[src/rtl/i2s_pkg.sv]
// Shared constants and types for the I2S frame arbiter: slot geometry, sample/frame types, FSM states.
package i2s_pkg;

  localparam int unsigned NUM_SLOTS = 32;
  localparam int unsigned DATA_W    = 8;
  localparam int unsigned SLOT_W    = $clog2(NUM_SLOTS);

  typedef logic [DATA_W-1:0] sample_t;
  typedef sample_t frame_t [NUM_SLOTS];

  typedef enum logic {
    ACCEPT,
    SWAP
  } arb_state_t;

endpackage

[src/rtl/i2s_frame_arbiter_if.sv]
// Requester-side write handshake bundle: per-requester valid/slot/data in, one-hot ready back.
interface i2s_frame_arbiter_if
  import i2s_pkg::*;
#(
  parameter int unsigned NUM_REQ = 4
);

  logic [NUM_REQ-1:0]             req_valid;
  logic [NUM_REQ-1:0][SLOT_W-1:0] req_slot;
  logic [NUM_REQ-1:0][DATA_W-1:0] req_data;
  logic [NUM_REQ-1:0]             req_ready;

  modport master (output req_valid, req_slot, req_data, input req_ready);
  modport slave  (input req_valid, req_slot, req_data, output req_ready);

endinterface

[src/rtl/rr_arbiter.sv]
// One-hot grant arbiter; round-robin by default, fixed lowest-index priority when
// I2S_ARB_FIXED_PRIO_EN is defined (pointer register removed in that build).
module rr_arbiter #(
  parameter int unsigned NUM_REQ = 4
) (
  input  logic               clk,
  input  logic               reset_n,
  input  logic [NUM_REQ-1:0] req,
  input  logic               advance,
  output logic [NUM_REQ-1:0] grant
);

`ifdef I2S_ARB_FIXED_PRIO_EN

  logic unused_inputs;
  assign unused_inputs = ^{clk, reset_n, advance};

  always_comb begin
    logic found;
    grant = '0;
    found = 1'b0;
    for (int unsigned i = 0; i < NUM_REQ; i++) begin
      if (!found && req[i]) begin
        grant[i] = 1'b1;
        found    = 1'b1;
      end
    end
  end

`else

  localparam int unsigned PTR_W = $clog2(NUM_REQ);

  logic [PTR_W-1:0] ptr_q;
  logic [PTR_W-1:0] win;
  logic             found;

  // Scan starts at the pointer and wraps, so the first hit is the RR winner.
  always_comb begin
    int unsigned idx;
    grant = '0;
    win   = '0;
    found = 1'b0;
    idx   = 0;
    for (int unsigned i = 0; i < NUM_REQ; i++) begin
      idx = 32'(ptr_q) + i;
      if (idx >= NUM_REQ) idx = idx - NUM_REQ;
      if (!found && req[idx[PTR_W-1:0]]) begin
        grant[idx[PTR_W-1:0]] = 1'b1;
        win                   = idx[PTR_W-1:0];
        found                 = 1'b1;
      end
    end
  end

  always_ff @(posedge clk or negedge reset_n) begin
    if (!reset_n) begin
      ptr_q <= '0;
    end else if (advance && found) begin
      ptr_q <= (win == PTR_W'(NUM_REQ - 1)) ? '0 : win + PTR_W'(1);
    end
  end

`endif

endmodule

[src/rtl/i2s_frame_arbiter.sv]
// Arbitrates requester slot writes into a shadow frame and commits it to the active
// frame at each transmitter frame boundary. I2S_ARB_FIXED_PRIO_EN selects fixed priority.
module i2s_frame_arbiter
  import i2s_pkg::*;
#(
  parameter int unsigned NUM_REQ = 4
) (
  input  logic                clk,
  input  logic                reset_n,
  i2s_frame_arbiter_if.slave  req,
  input  logic                frame_done,
  output frame_t              frame_data,
  output logic                swap_pulse,
  output logic                frame_full,
  output logic [7:0]          underrun_cnt
);

  arb_state_t           state_q, state_d;
  frame_t               shadow_q, active_q;
  logic [NUM_SLOTS-1:0] mask_q;
  logic [7:0]           underrun_q;
  logic [NUM_REQ-1:0]   grant;
  logic                 accept;
  logic                 xfer;
  logic [SLOT_W-1:0]    wslot;
  sample_t              wdata;

  rr_arbiter #(.NUM_REQ(NUM_REQ)) u_arb (
    .clk     (clk),
    .reset_n (reset_n),
    .req     (req.req_valid),
    .advance (accept),
    .grant   (grant)
  );

  // Ready is gated by reset_n so no grant is shown while reset is held.
  always_comb begin
    state_d       = state_q;
    swap_pulse    = 1'b0;
    accept        = 1'b0;
    req.req_ready = '0;
    case (state_q)
      ACCEPT: begin
        accept        = reset_n;
        req.req_ready = reset_n ? grant : '0;
        if (frame_done) state_d = SWAP;
      end
      SWAP: begin
        swap_pulse = 1'b1;
        state_d    = ACCEPT;
      end
    endcase
  end

  always_comb begin
    wslot = '0;
    wdata = '0;
    for (int unsigned i = 0; i < NUM_REQ; i++) begin
      if (req.req_ready[i]) begin
        wslot = req.req_slot[i];
        wdata = req.req_data[i];
      end
    end
    xfer = |req.req_ready;
  end

  always_ff @(posedge clk or negedge reset_n) begin
    if (!reset_n) state_q <= ACCEPT;
    else          state_q <= state_d;
  end

  // Shadow is never cleared on commit: unwritten slots repeat their last value.
  always_ff @(posedge clk or negedge reset_n) begin
    if (!reset_n) begin
      shadow_q   <= '{default: '0};
      active_q   <= '{default: '0};
      mask_q     <= '0;
      underrun_q <= '0;
    end else if (state_q == SWAP) begin
      active_q <= shadow_q;
      mask_q   <= '0;
      if (!(&mask_q) && underrun_q != 8'hFF) underrun_q <= underrun_q + 8'd1;
    end else if (xfer && 32'(wslot) < NUM_SLOTS) begin
      shadow_q[wslot] <= wdata;
      mask_q[wslot]   <= 1'b1;
    end
  end

  assign frame_data   = active_q;
  assign frame_full   = &mask_q;
  assign underrun_cnt = underrun_q;

endmodule
[src/flat_wrapper.sv]
// flat-port wrapper written by rule: the top's interface ports become plain ports
module i2s_frame_arbiter_flat import i2s_pkg::*;
#(
  parameter int unsigned NUM_REQ = 4
)
  (clk, reset_n, frame_done, frame_data, swap_pulse, frame_full, underrun_cnt, req_req_valid, req_req_slot, req_req_data, req_req_ready);
  i2s_frame_arbiter_if #(.NUM_REQ(NUM_REQ)) req_i ();
  input  logic clk;
  input  logic reset_n;
  input  logic frame_done;
  output frame_t frame_data;
  output logic swap_pulse;
  output logic frame_full;
  output logic [7:0] underrun_cnt;
  input wire logic [$bits(req_i.req_valid)-1:0] req_req_valid;
  input wire logic [$bits(req_i.req_slot)-1:0] req_req_slot;
  input wire logic [$bits(req_i.req_data)-1:0] req_req_data;
  output wire logic [$bits(req_i.req_ready)-1:0] req_req_ready;
  assign req_i.req_valid = req_req_valid;
  assign req_i.req_slot = req_req_slot;
  assign req_i.req_data = req_req_data;
  assign req_req_ready = req_i.req_ready;
  i2s_frame_arbiter #(.NUM_REQ(NUM_REQ)) u_core (.clk(clk), .reset_n(reset_n), .req(req_i), .frame_done(frame_done), .frame_data(frame_data), .swap_pulse(swap_pulse), .frame_full(frame_full), .underrun_cnt(underrun_cnt));
endmodule
[config.mk]
export PLATFORM = sky130hd
export DESIGN_NAME = i2s_frame_arbiter_flat
export DESIGN_NICKNAME = d
export VERILOG_FILES = /design/src/rtl/i2s_pkg.sv /design/src/rtl/i2s_frame_arbiter_if.sv /design/src/rtl/rr_arbiter.sv /design/src/rtl/i2s_frame_arbiter.sv /design/src/flat_wrapper.sv
export SDC_FILE = /design/constraint.sdc
export NUM_CORES = 1
export LEC_CHECK = 0
export BUFFER_PORTS_ARGS = -buffer_cell sky130_fd_sc_hd__buf_2
export CAP_MARGIN = 15
export CORE_UTILIZATION = 50
export DETAILED_ROUTE_END_ITERATION = 8
export HOLD_SLACK_MARGIN = 0.06
export PLACE_DENSITY = 0.8
export REMOVE_ABC_BUFFERS = 1
export SYNTH_ARGS = -nofsm -noshare
export SYNTH_HDL_FRONTEND = slang
export SYNTH_SLANG_ARGS = --single-unit
[constraint.sdc]
create_clock -name clk -period 8.6 [get_ports clk]
set_clock_uncertainty 0.15 [all_clocks]
set_input_delay 0.43 -clock clk [delete_from_list [all_inputs] [get_ports clk]]
set_output_delay 0.43 -clock clk [all_outputs]
set_load 0.005 [all_outputs]
======== Word-level counts from Yosys, hierarchy flattened ========
Cells that the tools add are included.
word-level totals
  register bits after elaboration ......... 555
  bits in latches ......................... 0
  RAM bits ................................ 0
  bits in read-only memories .............. 0
  input port bits ......................... 59
  output and inout bits ................... 270
  word-level logic and storage cells ...... 175
  memories kept ........................... 0
cells by class
  add/sub/neg operators ................... 9
  $mul .................................... 0
  div/mod/pow operators ................... 0
  $lt $le $gt $ge ......................... 16
  equal/unequal tests ..................... 2
  shifts and indexed selects .............. 0
  multiplexer cells ....................... 54
  bitwise logic cells ..................... 6
  reductions and logical operators ........ 20
operators by type and width
  kind                 count
  $bwmux 256           1
  $mux 32              2
  $demux 8 s5          1
  $mux 8               5
  $or 32x32->32        1
  $reduce_and 32->1    1
  $mux 4               6
  $mux 5               4
  $mux 2               9
  $mux 1               16
  $lt 2x3->1 const B   4
  $or 4x4->4           3
  $logic_and 1x1->1    11
  $ge 3x3->1 const B   3
  $add 8x1->8 const B  1
  $bmux 1 s2           4
  $demux 1 s2          4
  $ge 2x1->1 const B   4
  $ne 8x8->1 const B   1
  $sub 2x1->2 const B  4
  $add 2x2->3 const B  2
  $ge 6x6->1 const B   1
  $lt 5x6->1 const B   1
  $lt 6x1->1 const B   1
  13 further kinds     17

======== Logic depth before layout (Yosys ltp) ========
Gate-level depths: netlist of the first run.
  depth in word-level cells ............... 27
  mapped depth ............................ 16
  mapped depth without buffers ............ 12

======== Cells and area by module ========
From an unflattened synthesis of the first run, not the netlist that was laid out.
second synthesis, totals
  cell total of the unflattened synthesis .. 1402
  area total of the unflattened synthesis .. 21840.9 um^2
by module, submodules not included
  module             instances  cells an instance  area each (um^2)  seq. area each (um^2)
  i2s_frame_arbiter  1          1351               21346.7           13838.3
  rr_arbiter         1          51                 494.2             50.0

======== Least setup slack after synthesis of the first run ========
Ideal clock, no wire load.
  path type ............................... register -> register
  start ................................... register with a tool-made name
  end ..................................... register u_core.shadow_q[0] (netlist name)
  setup time .............................. 128 ps
  arrival ................................. 4098 ps
  required time ........................... 8322 ps
  path slack .............................. 4224 ps
  cell stages (with the launch flop) ...... 16
  buffers on the path ..................... 4
  period minus slack after synthesis ...... 4376 ps
  cell sequence ........................... dfrtp_1 -> buf_2 -> buf_1 -> inv_1 -> ha_1 -> buf_2 -> mux2_2 -> a31o_1 -> a221oi_2 -> o21a_2 -> a32oi_1 -> a221o_1 -> or3_4 -> nor2b_1 -> buf_4 -> mux2_1
RTL lines
  item                            line                     text
  end signal: indexed assignment  i2s_frame_arbiter.sv:84  shadow_q[wslot] <= wdata;
  end: declaration                i2s_frame_arbiter.sv:19  frame_t shadow_q, active_q;

==> results of run 1 <==
-- sequential cells by signal, summed over array words and instances (netlist names), named ones only --
name / cells
u_core.mask_q: 32
u_core.state_q: 1
u_core.underrun_cnt: 8
u_core.shadow_q: 256
u_core.frame_data: 256
u_core.u_arb.ptr_q: 1
-- worst max-delay path: stages (launching register included) --
cell,delay (ns)
dfrtp_1,0.86
inv_1,0.25
ha_1,0.56
mux4_2,0.46
a21oi_1,0.19
o21ai_0,0.11
o211ai_2,0.46
clkinv_1,0.66
buf_4,0.44
nor2_2,0.31
a221oi_2,0.19
nor3_1,0.52
and2_1,0.53
mux2_2,0.40
-- per-stage QoR --
step,setup slack (ns),setup TNS (ns),std cells
after global routing,1.85,0,2381
final,2.36,0,2381
after CTS,2.31,0,2375
after detailed placement,2.33,0,2271
after global placement,2.48,0,2271
after floorplan,-2.98,-834.06,1340
-- synth_stat cells, types with 3 or more instances --
cell	instances
a32oi_1	3
nor2_1	12
nor3_2	5
nand2b_1	3
a21o_1	18
xor2_1	4
nand2_2	10
nand3_1	5
buf_4	4
mux2_1	41
a221oi_1	10
clkbuf_1	60
dfrtp_1	555
buf_2	25
nand3b_1	3
nor3_1	3
a221oi_2	4
o31ai_1	9
inv_1	23
mux2_4	16
nor2b_1	17
mux2i_1	4
ha_1	9
nand2_1	25
a21oi_1	7
o21ai_0	23
mux4_2	3
nand4_1	11
and2_1	16
nor3b_1	3
xnor2_1	4
mux2_2	458
-- per-layer routing --
| metal | GRT usage (%) | vias to the layer above | wire length (µm) |
|---|---|---|---|
| li1 | - | 5726 | - |
| met1 | 31.3 | 6862 | 22400 |
| met2 | 38.6 | 344 | 25300 |
| met3 | 5.83 | 93 | 3360 |
| met4 | 9.02 | 0 | 1560 |
| met5 | 0 | - | 0 |
-- power by group through the flow --
stage	Clock [mW]	Sequential (mW)	Combinational (mW)
6_report	2.58	4.00	2.78
5_1_grt	2.74	4.11	3.02
4_1_cts	2.63	4.00	2.83
3_5_place_dp	0	4.04	2.82
3_3_place_gp	0	3.98	2.75
2_1_floorplan	0	3.95	1.48
-- kinds of logic (layout without fill, tap and decap cells) --
| group | after synthesis | in the layout | synth area share, % |
|---|---|---|---|
| AOI/OAI and AO/OA | 100 | 100 | 3.70 |
| xor gates and xnor gates | 8 | 8 | 0.318 |
| DFF | 555 | 555 | 63.0 |
| buffers and inverters | 117 | 476 | 2.27 |
| other | 0 | 5 | 0 |
| muxes | 522 | 522 | 27.1 |
| and+or+nand+nor | 121 | 121 | 3.13 |
| adders and majority gates | 9 | 9 | 0.511 |
-- worst max-delay path by stage --
stage	from	endpoint	slack [ns]
2_1_floorplan	u_core.state_q$_DFF_PN0_	u_core.shadow_q[112]$_DFFE_PN0P_	-2.98
3_3_place_gp	u_core.state_q$_DFF_PN0_	u_core.shadow_q[0]$_DFFE_PN0P_	2.48
3_5_place_dp	flop	u_core.shadow_q[81]$_DFFE_PN0P_	2.33
4_1_cts	flop	u_core.shadow_q[230]$_DFFE_PN0P_	2.31
5_1_grt	flop	u_core.shadow_q[81]$_DFFE_PN0P_	1.85
6_report	flop	u_core.shadow_q[229]$_DFFE_PN0P_	2.36
-- area by class of cell --
cell class / count / area [µm²]
Clock buffer: 82 / 1630
Timing Repair Buffer: 349 / 1850
Tap cell: 585 / 732
Sequential cell: 555 / 13900
Clock inverter: 20 / 355
Antenna cell: 5 / 12.5
Multi-Input combinational cell: 760 / 7760
Inverter: 25 / 93.8
Fill cell: 3246 / 16900
-- timing repair --
action | in CTS | in global routing
endpoints found under the hold margin | 96 | 0
gates resized for setup | 0 | 0
hold buffers | 2 | 0
==> key figures, run 1 <==
Status
  – Status: completed

Worst setup path
  – Crit end category: flop
  – Critical path class: flop to flop
  – Worst setup SP type: flop
  – Register-to-Register Path Depth: 13
  – R2R Setup Slk: approximately 2.4 ns
  – Required time worst endpoint: between 8 and 9 ns
  – Worst EP arrival: 6.57 ns
  – Crit Reg-Reg Endpoint: u_core.shadow_q[229]$_DFFE_PN0P_
  – Max FO, Critical Path: 25

Power and ir drop
  – Design Power: roughly 9.4 mW
  – Pint: about 6.3 mW
  – Peak supply drop: 347 µV
  – Part of the power in registers: between 40% and 50%
  – Lkg Pwr: ~14 nW
  – Sw power: 3.04 mW
  – Clock Power Share: about 28%
  – Cell Pwr Density: between 300 and 400 mW/mm²
  – Combinational power share: between 20 and 30%
  – Net Sw Frac: 32.5%

Routing
  – Number of vias per cell: around 5.5
  – Remaining DRCs: 0
  – Routed WL per cell: between 20 and 25 µm
  – Initial DRT Pass Iterations: 4
  – Iteration-0 DRC Markers: 713
  – Routed WL: about 53000 µm
  – Vias: 13000
  – Post-DRT Antenna Nets: 0

Synthesis
  – Area share of the largest cell type after synthesis: a little over three fifths
  – Mapped cell area: about 0.022 mm²
  – Number of synthesized flops with an enable pin: 0
  – Ys async rst share: 100%
  – Synth Instances: approximately 1400
  – Main synth FF type: dfrtp_1
  – Yosys warnings: 0
  – Synth unique cells: 60
  – Sequential element share of the synthesized area: ~63%
  – Cell taking the most area after synthesis: dfrtp_1
  – Avg Cell Area, Syn: approximately 15 µm²
  – Synthesized flop and latch total: between 500 and 600
  – Top cells by area, synth: dfrtp_1 63%, mux2_2 23%, mux2_1 2.1%

STA
  – Final hold slack: 0.232 ns
  – Final worst-path cycle share: between 70% and 80%
  – Final Setup Violations: 0
  – Max Fclk: around 160 MHz
  – Slew HR: a little over a quarter
  – Worst-Margin Slew: ~1.1 ns
  – Max-slew violations: 0
  – Hold Violations, Final: 0
  – Tmin final: around 6.2 ns
  – RSZ-0062 raised after global routing: false

Clock tree
  – Clock transition at path regs: 0.07 ns
  – Clock tree buffer depth: 3
  – H-Tree Level Count: 2
  – Clk Tree Root Cell: clkbuf_16
  – Clock sinks: between 500 and 600
  – Setup Fix Bufs, Post-CTS: 0
  – CTS tree: built
  – Number of buffers created by CTS: between 50 and 60
  – Worst skew pair latency: ~0.62 ns

Global route
  – First-pass GRT wire length: 81700 µm
  – Total GRT Usage: between 20% and 30%
  – Antenna violations before repair: 6
  – Grt ovf: 0
  – Largest net degree at the start of global routing: 162
  – Vias in the first global route: 13900

Die
  – CORE AREA: 0.0433 mm²
  – FP Rows: 76
  – Die H: around 210 µm
  – Starting Density: approximately half
  – IO Count: between 300 and 400
  – Die width: 212 µm
  – DIE AREA: approximately 0.045 mm²

Hold path
  – Worst hold start: req_req_valid[0]
  – Hold path depth: 5
  – HP Class: input pin to flop
  – Hold Path Sink: u_core.u_arb.ptr_q[1]$_DFFE_PN0P_

Place
  – Placed cell areas: roughly 0.024 mm²
  – RD Place Congestion: around 0.83
  – DP HPWL: 33400 µm
  – Port-buffer cells: ~330

Cells and area
  – Final Instance Area: ~0.026 mm²
  – Layout area overhead: 19.4%
  – Post-layout util: around three fifths
  – Most common cell after layout, fill and taps aside: dfrtp_1
  – Layout cells sized above 1: 53.3%
  – Most frequent cells in the layout: 554 x dfrtp_1, 458 x mux2_2, 327 x buf_2
  – Net count, final: roughly 1800

Flow run
  – Max-cap viol count: 0
Note: power is estimated with default switching activity, not from simulation.
==> inputs of run 2 (changes only) <==
--- a/config.mk
+++ b/config.mk
@@ -5,12 +5,13 @@
 export SDC_FILE = /design/constraint.sdc
 export NUM_CORES = 1
 export LEC_CHECK = 0
+export ABC_AREA = 1
 export BUFFER_PORTS_ARGS = -buffer_cell sky130_fd_sc_hd__buf_2
 export CAP_MARGIN = 15
 export CORE_UTILIZATION = 50
 export DETAILED_ROUTE_END_ITERATION = 8
 export HOLD_SLACK_MARGIN = 0.06
-export PLACE_DENSITY = 0.8
+export PLACE_DENSITY = 0.83
 export REMOVE_ABC_BUFFERS = 1
 export SYNTH_ARGS = -nofsm -noshare
 export SYNTH_HDL_FRONTEND = slang
==> constraint.sdc (replaced) <==
create_clock -name clk -period 5.6 [get_ports clk]
set_clock_uncertainty 0.15 [all_clocks]
set_input_delay 0.28 -clock clk [delete_from_list [all_inputs] [get_ports clk]]
set_output_delay 0.28 -clock clk [all_outputs]
set_load 0.005 [all_outputs]
==> run 2 against run 1 <==
  * Via count up 44%
  * Global-route usage up 3.2 points
  * Count of clock-buffer cells in the layout down 4
  * Critical endpoint is now u_core.shadow_q[36]$_DFFE_PN0P_
  * Largest power group unchanged
==> key figures, run 2 <==
Status
  – Status: completed

Global route
  – First-pass GRT wire length: 100000 µm (+22%)
  – Total GRT Usage: 27.1% (+3.2 points)
  – Antenna violations before repair: 0 (-6)
  – Largest net degree at the start of global routing: 192 (+19%)
  – Vias in the first global route: 18500 (+33%)
  – Grt ovf: 0 (unchanged)

STA
  – Tmin final: 4.58 ns (-1.66 ns)
  – Max Fclk: 219 MHz (+36%)
  – RSZ-0062 raised after global routing: false
  – Hold Violations, Final: 0 (unchanged)
  – Final Setup Violations: 0 (unchanged)
  – Final worst-path cycle share: 81.7% (+9.2 points)
  – Slew HR: 17.3% (-10 points)
  – Worst-Margin Slew: 1.24 ns (+0.149 ns)
  – Final hold slack: 0.143 ns (-0.0885 ns)
  – Max-slew violations: 0 (unchanged)

Cells and area
  – ANT cells: 0 (-5)
  – Most common cell after layout, fill and taps aside: nand2_1
  – FF/Latch Area: 0.0139 mm² (unchanged)
  – FILL cells: 3814 (+17%)
  – Layout area overhead: 17.0%
  – Most frequent cells in the layout: 1472 x nand2_1, 554 x dfrtp_1, 327 x buf_2
  – Net count, final: 2965 (+63%)
  – Area of the multi-input gates: 0.00820 mm² (+5.6%)
  – Layout cells sized above 1: 18.8% (-35 points)

Power and ir drop
  – Lkg Pwr: 15.8 nW (+14%)
  – Peak supply drop: 599 µV (+73%)
  – Cell Pwr Density: 553 mW/mm² (+55%)
  – Design Power: 14.9 mW (+59%)

Worst setup path
  – CP top delay family: simple AND/OR/NAND/NOR gates
  – Crit end category: flop
  – Register-to-Register Path Depth: 18 (+5)
  – R2R Setup Slk: 1.02 ns (-1.34 ns)
  – CP peak stage delay: 0.59 ns (-0.27 ns)
  – Slowest CP cell: dfrtp_1
  – Crit Reg-Reg Endpoint: u_core.shadow_q[36]$_DFFE_PN0P_
  – Required time worst endpoint: 5.93 ns (-3.00 ns)
  – Critical-path cell list: inv_2 > ha_1 > inv_1 > nand3_1 > nand2_1 > nor2_4 > a22oi_1 > nand3_1 > nand2_2 > inv_2 > nand2_1 > nand2_1 > nand2_1 > inv_2 > buf_4 > nand2_2 > nand2_1 > nand2_1
  – Crit path buffers/inverters: 5 (+2)
  – Worst setup SP type: flop
  – CP dominant cell by count: nand2_1
  – Worst R2R Start: u_core.u_arb.ptr_q[1]$_DFFE_PN0P_
  – Worst EP arrival: 4.91 ns (-1.66 ns)
  – Critical path class: flop to flop
  – Crit. path cell count: 18 (+5)
  – Max FO, Critical Path: 31 (+24%)

Clock tree
  – Worst skew pair latency: 0.60 ns (-0.02 ns)
  – CTS tree: built
  – Clock tree buffer depth: 3 (unchanged)
  – Setup Fix Bufs, Post-CTS: 0 (unchanged)
  – H-Tree Level Count: 2 (unchanged)
  – Clock sinks: 555 (unchanged)
  – CTS resizes: 0 (unchanged)
  – Clk Tree Root Cell: clkbuf_16
  – Clock transition at path regs: 0.06 ns (about the same)
  – Number of buffers created by CTS: 55 (unchanged)

Die
  – CORE AREA: 0.0454 mm² (+4.9%)
  – DIE AREA: 0.0469 mm² (+4.3%)
  – Die width: 217 µm (+2.1%)
  – FP Rows: 78 (+2.6%)
  – Starting Density: 50.7% (-0.25 points)
  – Die H: 217 µm (+2.1%)
  – IO Count: 329 (unchanged)

Routing
  – Routed WL per cell: 17.7 µm (-20%)
  – Routed WL: 62700 µm (+19%)
  – Initial DRT Pass Iterations: 7 (+3)
  – Iteration-0 DRC Markers: 1735 (+140%)
  – Vias: 18700 (+44%)
  – Remaining DRCs: 0 (unchanged)
  – Post-DRT Antenna Nets: 0 (unchanged)
  – Number of vias per cell: 5.29 (-3.3%)

Synthesis
  – Mapped cell area: 0.0230 mm² (+4.4%)
  – Most instantiated library cell after synthesis: nand2_1
  – Main synth FF type: dfrtp_1
  – Number of synthesized flops with an enable pin: 0 (unchanged)
  – Synth top cells by count: 1480 x nand2_1, 555 x dfrtp_1, 170 x nand3_1, 78 x nand4_1, 59 x clkbuf_1
  – Ys async rst share: 100% (unchanged)
  – Cell taking the most area after synthesis: dfrtp_1
  – Synth Instances: 2632 (+84%)
  – Area share of the largest cell type after synthesis: 60.4% (-2.6 points)
  – Top cells by area, synth: dfrtp_1 60%, nand2_1 24%, nand3_1 3.7%
  – Synthesized flop and latch total: 555 (unchanged)
  – Synth unique cells: 40 (-33%)
  – Avg Cell Area, Syn: 8.74 µm² (-43%)
  – Sequential element share of the synthesized area: 60.4% (-2.6 points)
  – Yosys warnings: 0 (unchanged)

Place
  – DP HPWL: 37700 µm (+13%)
  – RD Place Congestion: 0.862 (+3.4%)
  – Port-buffer cells: 328 (unchanged)

Flow run
  – Max-cap viol count: 0 (unchanged)

Hold path
  – HP Class: input pin to async pin
[run 2: changes by cell type after synthesis, moves of 26 or more]
cell / before / now
mux2_1: 41 / 0
nand4_1: 11 / 78
inv_1: 23 / 49
nand3_1: 5 / 170
nand2_1: 25 / 1480
mux2_2: 458 / 1
[run 2: stage by stage]
stage	setup TNS, ns	std cells	util, %	setup slack [ns]	area (µm²)
after detailed placement	0	3435	54.9	1.15	24900
after global placement	0	3435	54.9	1.22	24900
after CTS	0	3542	59.3	1.08	26900
final	0	3543	59.3	1.02	26900
after global routing	0	3543	59.3	0.622	26900
after floorplan	-1872.70	2490	-	-4.06	22300
[run 2: worst max-delay path by stage]
stage,startpoint,end,slack (ns)
after floorplan,u_core.state_q$_DFF_PN0_,u_core.shadow_q[112]$_DFFE_PN0P_,-4.06
after global placement,flop,u_core.shadow_q[32]$_DFFE_PN0P_,1.22
after detailed placement,flop,u_core.shadow_q[0]$_DFFE_PN0P_,1.15
after CTS,flop,u_core.shadow_q[36]$_DFFE_PN0P_,1.08
after global routing,u_core.u_arb.ptr_q[1]$_DFFE_PN0P_,u_core.shadow_q[35]$_DFFE_PN0P_,0.62
final,u_core.u_arb.ptr_q[1]$_DFFE_PN0P_,u_core.shadow_q[36]$_DFFE_PN0P_,1.02
[run 2: routing by layer]
metal / routed length, µm / GRT usage (%) / vias to the layer above
li1: - / - / 8755
met1: 26500 / 36.7 / 9117
met2: 29800 / 43.2 / 727
met3: 4200 / 5.18 / 137
met4: 2210 / 10.8 / 0
met5: 0 / 0 / -
[run 2: power breakdown]
group	internal (mW)	switching, mW
sequential	5.17	0.749
clock	2.34	1.59
combinational	1.33	3.69
total	8.84	6.03
[run 2: logic make-up after synthesis]
kind of cell               synth area share (%)
AOI/OAI and AO/OA                         0.702
xor gates and xnor gates                  0.343
adders and majority gates                 0.489
buffers and inverters                      4.17
DFF                                        60.4
muxes                                    0.0489
and+or+nand+nor                            33.9
[run 2: worst min-delay path, delay by kind of cell]
kind	cells	cell delay, ns
buf+inv	3	0.97
[run 2: what timing repair did]
action | in CTS | in global routing
hold buffers | 4 | 0
setup endpoints to repair | 0 | 0
endpoints found under the hold margin | 101 | 0
[run 2: area by class of cell]
class | instances | area share, %
Multi-Input combinational cell | 1876 | 30.5
Tap cell | 600 | 2.79
Inverter | 59 | 0.869
Clock inverter | 25 | 1.09
Timing Repair Buffer | 350 | 6.99
Sequential cell | 555 | 51.6
Clock buffer | 78 | 6.15
